===== src/rtl/requantize_pipe.sv =====
// Two-stage requantizer: cuts a signed sample to Nq significant bits with
// selectable rounding, saturates, and rescales back to full width.
module requantize_pipe #(
   parameter int DIN_W = 18,
   parameter int NQ_W  = 5,
   parameter int CNT_W = 16
) (
   input  logic             clock,
   input  logic             reset,
   input  logic [NQ_W-1:0]  nquant,
   input  logic [1:0]       rmode,
   input  logic [DIN_W-1:0] in_data,
   input  logic             in_valid,
   output logic             in_ready,
   output logic [DIN_W-1:0] out_data,
   output logic             out_sat,
   output logic             out_valid,
   input  logic             out_ready,
   output logic [CNT_W-1:0] sat_count
);

   localparam logic signed [DIN_W:0] ONE = 1;

   logic                    s2_adv;
   logic                    s1_adv;

   logic [NQ_W-1:0]         nq_eff;
   logic [NQ_W-1:0]         sh_in;
   logic signed [DIN_W-1:0] din_s;
   logic signed [DIN_W-1:0] quot_in;
   logic                    g_in;
   logic                    st_in;

   logic                    s1_valid_q, s1_valid_d;
   logic signed [DIN_W-1:0] s1_quot_q, s1_quot_d;
   logic                    s1_g_q, s1_g_d;
   logic                    s1_st_q, s1_st_d;
   logic [NQ_W-1:0]         s1_sh_q, s1_sh_d;
   logic [NQ_W-1:0]         s1_nq_q, s1_nq_d;
   logic [1:0]              s1_rmode_q, s1_rmode_d;

   logic                    inc;
   logic signed [DIN_W:0]   sum;
   logic signed [DIN_W:0]   maxv;
   logic signed [DIN_W:0]   clip;
   logic                    sat;
   logic [DIN_W-1:0]        res;

   logic                    out_valid_q, out_valid_d;
   logic [DIN_W-1:0]        out_data_q, out_data_d;
   logic                    out_sat_q, out_sat_d;
   logic [CNT_W-1:0]        sat_count_q, sat_count_d;

   assign s2_adv   = !out_valid_q || out_ready;
   assign s1_adv   = !s1_valid_q || s2_adv;
   assign in_ready = s1_adv;

   assign out_valid = out_valid_q;
   assign out_data  = out_data_q;
   assign out_sat   = out_sat_q;
   assign sat_count = sat_count_q;

   // Stage 1: clamp Nq, split the sample into kept bits, guard and sticky.
   always_comb begin
      nq_eff = nquant;
      if (nquant == '0) begin
         nq_eff = NQ_W'(1);
      end else if (nquant > NQ_W'(DIN_W)) begin
         nq_eff = NQ_W'(DIN_W);
      end
      sh_in   = NQ_W'(DIN_W) - nq_eff;
      din_s   = in_data;
      quot_in = din_s >>> sh_in;
      g_in    = 1'b0;
      st_in   = 1'b0;
      for (int i = 0; i < DIN_W; i++) begin
         if (i + 1 == int'(sh_in)) begin
            g_in = in_data[i];
         end
         if (i + 1 < int'(sh_in)) begin
            st_in = st_in | in_data[i];
         end
      end
   end

   always_comb begin
      s1_valid_d = s1_valid_q;
      s1_quot_d  = s1_quot_q;
      s1_g_d     = s1_g_q;
      s1_st_d    = s1_st_q;
      s1_sh_d    = s1_sh_q;
      s1_nq_d    = s1_nq_q;
      s1_rmode_d = s1_rmode_q;
      if (s1_adv) begin
         s1_valid_d = in_valid;
         if (in_valid) begin
            s1_quot_d  = quot_in;
            s1_g_d     = g_in;
            s1_st_d    = st_in;
            s1_sh_d    = sh_in;
            s1_nq_d    = nq_eff;
            s1_rmode_d = rmode;
         end
      end
   end

   // Stage 2: round, clamp to the positive limit, rescale.
   always_comb begin
      unique case (s1_rmode_q)
         2'b00:   inc = 1'b0;
         2'b01:   inc = s1_g_q;
         default: inc = s1_g_q & (s1_st_q | s1_quot_q[0]);
      endcase
      sum  = {s1_quot_q[DIN_W-1], s1_quot_q} + {{DIN_W{1'b0}}, inc};
      maxv = (ONE << (s1_nq_q - NQ_W'(1))) - ONE;
      sat  = sum > maxv;
      clip = sat ? maxv : sum;
      res  = clip[DIN_W-1:0] << s1_sh_q;
   end

   always_comb begin
      out_valid_d = out_valid_q;
      out_data_d  = out_data_q;
      out_sat_d   = out_sat_q;
      sat_count_d = sat_count_q;
      if (s2_adv) begin
         out_valid_d = s1_valid_q;
         if (s1_valid_q) begin
            out_data_d = res;
            out_sat_d  = sat;
         end
      end
      if (out_valid_q && out_ready && out_sat_q && (sat_count_q != '1)) begin
         sat_count_d = sat_count_q + CNT_W'(1);
      end
   end

   always_ff @(posedge clock) begin
      if (reset) begin
         s1_valid_q  <= 1'b0;
         s1_quot_q   <= '0;
         s1_g_q      <= 1'b0;
         s1_st_q     <= 1'b0;
         s1_sh_q     <= '0;
         s1_nq_q     <= NQ_W'(1);
         s1_rmode_q  <= '0;
         out_valid_q <= 1'b0;
         out_data_q  <= '0;
         out_sat_q   <= 1'b0;
         sat_count_q <= '0;
      end else begin
         s1_valid_q  <= s1_valid_d;
         s1_quot_q   <= s1_quot_d;
         s1_g_q      <= s1_g_d;
         s1_st_q     <= s1_st_d;
         s1_sh_q     <= s1_sh_d;
         s1_nq_q     <= s1_nq_d;
         s1_rmode_q  <= s1_rmode_d;
         out_valid_q <= out_valid_d;
         out_data_q  <= out_data_d;
         out_sat_q   <= out_sat_d;
         sat_count_q <= sat_count_d;
      end
   end

endmodule


===== config.mk =====
export PLATFORM = sky130hd
export DESIGN_NAME = requantize_pipe
export DESIGN_NICKNAME = d
export VERILOG_FILES = /design/src/rtl/requantize_pipe.sv
export SDC_FILE = /design/constraint.sdc
export NUM_CORES = 1
export LEC_CHECK = 0
export BUFFER_PORTS_ARGS = -buffer_cell sky130_fd_sc_hd__buf_2
export CAP_MARGIN = 5
export CORE_MARGIN = 2
export CORE_UTILIZATION = 55
export DETAILED_ROUTE_END_ITERATION = 16
export PLACE_DENSITY = 0.88
export REMOVE_ABC_BUFFERS = 1
export SLEW_MARGIN = 25
export SYNTH_ARGS = -nofsm -noshare
export SYNTH_HDL_FRONTEND = slang
export SYNTH_SLANG_ARGS = --single-unit

===== constraint.sdc =====
create_clock -name clock -period 4.8 [get_ports clock]
set_input_delay 0.24 -clock clock [delete_from_list [all_inputs] [get_ports clock]]
set_output_delay 0.24 -clock clock [all_outputs]
set_load 0.01 [all_outputs]

==> summary.md <==
The flow ran to the end, but the final reports show violations. The final reports fail on negative setup slack. The path class of the tightest hold or removal check is input pin to flip-flop. Counting flops and latches in the post-synthesis netlist gives 69.

In the final design database the tool counted 866 nets. The number of buffer and inverter stages on the critical path was 1. Clock tree synthesis found a total of 69 sinks. In this run the number of cells on the critical path is 17.

The tools report the cell row count as 38. The ratio of final minimum period to clock period came out at 1.004. Summing every instance area after synthesis gives 6261 sq um. The detail route stage leaves a number of antenna-violating nets equal to 0. The tools report the final HPWL from detailed placement as 12,990 um. The logs give 0 for the final-report hold violation count and 0 for the antenna diode count. Across the run, the number of max-cap violations was 0.

The count of different cell masters after synthesis is 66. The final worst-path setup slack is -20.74 ps, and the number of vias per cell is 6.751. OpenSTA, run right after detailed placement, puts the worst setup slack at -137.7 ps. On the final layout, the worst clock skew is 6.193 ps.

Max-slew violation count: 0. In this run the vertical extent of the chip is 110.7 um. After synthesis, the cell types taking the most area are sky130_fd_sc_hd__dfxtp_1 (22%), sky130_fd_sc_hd__mux4_2 (13%), sky130_fd_sc_hd__ha_1 (5.6%), sky130_fd_sc_hd__mux2i_1 (5.6%), sky130_fd_sc_hd__nor2_1 (5.4%). The critical path goes through o21ai_0, a21oi_1, ha_2, nand4_1, nor2_1, buf_4, nand3_1, xnor2_1, ha_1, nand4_1, nor4_1, a222oi_1, o21a_2, mux4_2, mux4_2, a311oi_2, o22ai_1. The maximum clock frequency is 207.4 MHz, and the met1 track demand over resource is 0.3833.

At the worst endpoint, the required time is 4980 ps. Total power for the finished layout comes to 0.002351 W. The worst-case IR drop observed on VDD is 261.1 uV.

The H-tree generated during clock tree synthesis spans 3 levels. For this block, the routed nets add up to 18,350 um of wire. The global routing stage identified its most utilized layer as met2. A synthesized cell averages 8.271 sq um.

In this run the worst path has a maximum fanout of 5. The path depth of the worst reg2reg path was 17; the global routing usage on met3 was 0.03007. In this run the static leakage power is 3.027 nW. The first global-routing pass estimated 28,910 um of wire.

Of all cell types, the one taking the most synthesized area is sky130_fd_sc_hd__dfxtp_1. The routed length per instance came out at 19.23 um. The area of the placeable core was 10,980 sq um. The tools report the total global routing track utilization as 0.2808.

Synthesis produced 757 cells. Entering global routing, the biggest net connects 53 pins. The transition at the pin with the smallest max-transition slack is 933.4 ps, and the initial antenna violation count is 0. For this block, the initial DRC count from the detailed router was 781. Fraction of final layout cells with drive strength greater than 1: 0.2310. In this run the power density over the cells is 328.0 nW/um^2. After layout, the minimum clock period comes to 4821 ps. The area share of the largest cell type after synthesis is 0.2206, and the maximum root-to-sink buffer count is 2. The remaining max-slew budget at the tightest pin came out at 0.3777. TritonCTS built the clock tree. The tools report the met2 layer usage reported by global route as 0.4519. The tools report the effective utilization at floorplan as 0.5701. Compared with the post-synthesis result, the final layout area differs by 14.49%. The kind of end point of the critical path was a flip-flop. The critical path startpoint category was a flip-flop. Final hold analysis gives a worst-case slack of 150.7 ps. In the routed design, unresolved DRC markers number 0.

The later-pin clock latency in the skew report was 340 ps; the horizontal die dimension was 110.7 um. The logs give 5,825 for the number of global-route vias before repair and 0.2206 for the sequential element share of the synthesized area. The critical path in this run is classified as flip-flop to flip-flop. Buffers inserted during clock tree synthesis total 9. The delay of the slowest critical-path stage works out to 570 ps.

The tools report the number of buffers added to fix hold violations after cts as 0. The logs give 66 for the number of top-level design ports and 954 for the count of non-filler cells in the finished layout. The final number of setup-violating endpoints is 1.

The synthesized design contains 0 enable-type register cells. The logs give 0.6527 for the final core area utilization and 0 for the total grt overflow. Among cell families on the critical path, the largest total delay comes from compound AO/OA/AOI/OAI gates.

Across all layers, the routed design uses 6,440 vias. The share of flip-flops with an asynchronous set or reset after synthesis is 0, and the count of synthesis-stage warnings from yosys is 0. The most used flip-flop cell after synthesis is sky130_fd_sc_hd__dfxtp_1. The worst hold path passes through 3 cells. The first TritonRoute pass finished after 8 iterations. The logs give 12,250 sq um for the die footprint and 0.9732 for the placer congestion estimate. Clock-pin slew was measured on the worst setup and hold paths at 60 ps.

The run gives 5000 ps as the data arrival time of the critical path. During placement, the flow inserted port buffers numbering 65. The tree is rooted in a sky130_fd_sc_hd__clkbuf_16. The number of placed cells counting well taps came out at 936. For this design, the slowest cell found on the critical path is sky130_fd_sc_hd__mux4_2.
cell usage after synthesis (all sizes together) (17+ instances only):
master / number
ha: 28
inv: 44
mux2: 17
xor2: 19
nand2: 70
nand3: 20
o21ai: 42
nor2: 90
clkbuf: 33
a21oi: 45
mux2i: 35
dfxtp: 69
mux4: 38
worst register-to-register path: cells and delay by family, from the launching register on:
kind | cells | cell delay, ps
buf+inv | 1 | 190
simple gates | 5 | 810
flops | 1 | 340
fa+ha+maj | 2 | 560
mux | 2 | 1070
compound gates | 6 | 1340
xor+xnor | 1 | 350
flip-flops by register name, indices dropped and copies added (netlist names):
register,count
out_data,18
s1_quot_q,18
sat_count,16
s1_nq_q,5
s1_sh_q,5
s1_rmode_q,2
out_sat,1
out_valid,1
s1_g_q,1
s1_st_q,1
s1_valid_q,1
where the power goes:
group          switching, W  internal (W)
combinational      0.000559      0.000469
clock              0.000265      0.000404
sequential        0.0000428      0.000611
total              0.000867       0.00148
path summary, 6_finish.rpt:
kind                         startpoint                         end  slack (ps)
max          s1_rmode_q[1]$_SDFFE_PP0P_   out_data[16]$_SDFFE_PP0P_         -20
min                            rmode[1]  s1_rmode_q[1]$_SDFFE_PP0P_         150
max reg2reg  s1_rmode_q[1]$_SDFFE_PP0P_   out_data[16]$_SDFFE_PP0P_         -20
min reg2reg    out_data[6]$_SDFFE_PP0P_    out_data[6]$_SDFFE_PP0P_         450
per-stage QoR:
step / TNS [ps] / cell area, sq um
after global routing: -1397 / 7168
after global placement: 0 / 6728
after CTS: 0 / 7046
after detailed placement: -835.9 / 6728
final: -20.74 / 7168
after floorplan: -2172 / 6062
layout by cell type, fill, tap and decap left out, drive strengths merged, types with 11 or more instances in the layout:
| master | n |
|---|---|
| nor2 | 90 |
| buf | 88 |
| nand2 | 70 |
| dfxtp | 69 |
| a21oi | 45 |
| inv | 45 |
| o21ai | 42 |
| mux4 | 38 |
| mux2i | 35 |
| ha | 28 |
| nand3 | 20 |
| xor2 | 19 |
| mux2 | 17 |
| a211oi | 15 |
| nor3 | 15 |
| xnor2 | 15 |
| a22oi | 13 |
| nand4 | 11 |
| o211ai | 11 |
timing repair:
item,4_1_cts,5_1_grt
resized for setup,4,22
setup endpoints to repair,10,17
buffers inserted,0,2
pin swaps,0,5
routing by layer:
layer	vias to the layer above	routed length, um
met5	-	0
met4	0	900
met3	101	1718
met2	454	8595
met1	2972	7135
li1	2913	-
cells by family after synthesis:
kind of cell	synth area share
buffers and inverters	0.05815
flip-flops	0.2206
AND/OR/NAND/NOR	0.1892
XOR/XNOR	0.04756
AO/OA/AOI/OAI	0.2008
multiplexers	0.2244
adder cells (fa/ha/maj)	0.05915
layout make-up:
class	count	area (sq um)
clock buffers	9	225.2
multi-input cells	597	4639
well taps	140	175.2
repair buffers	88	505.5
inverters	44	165.2
flip-flops and latches	69	1384
clock inverters	7	73.82
fillers	838	3815
Note: power is estimated with default switching activity, not from simulation.
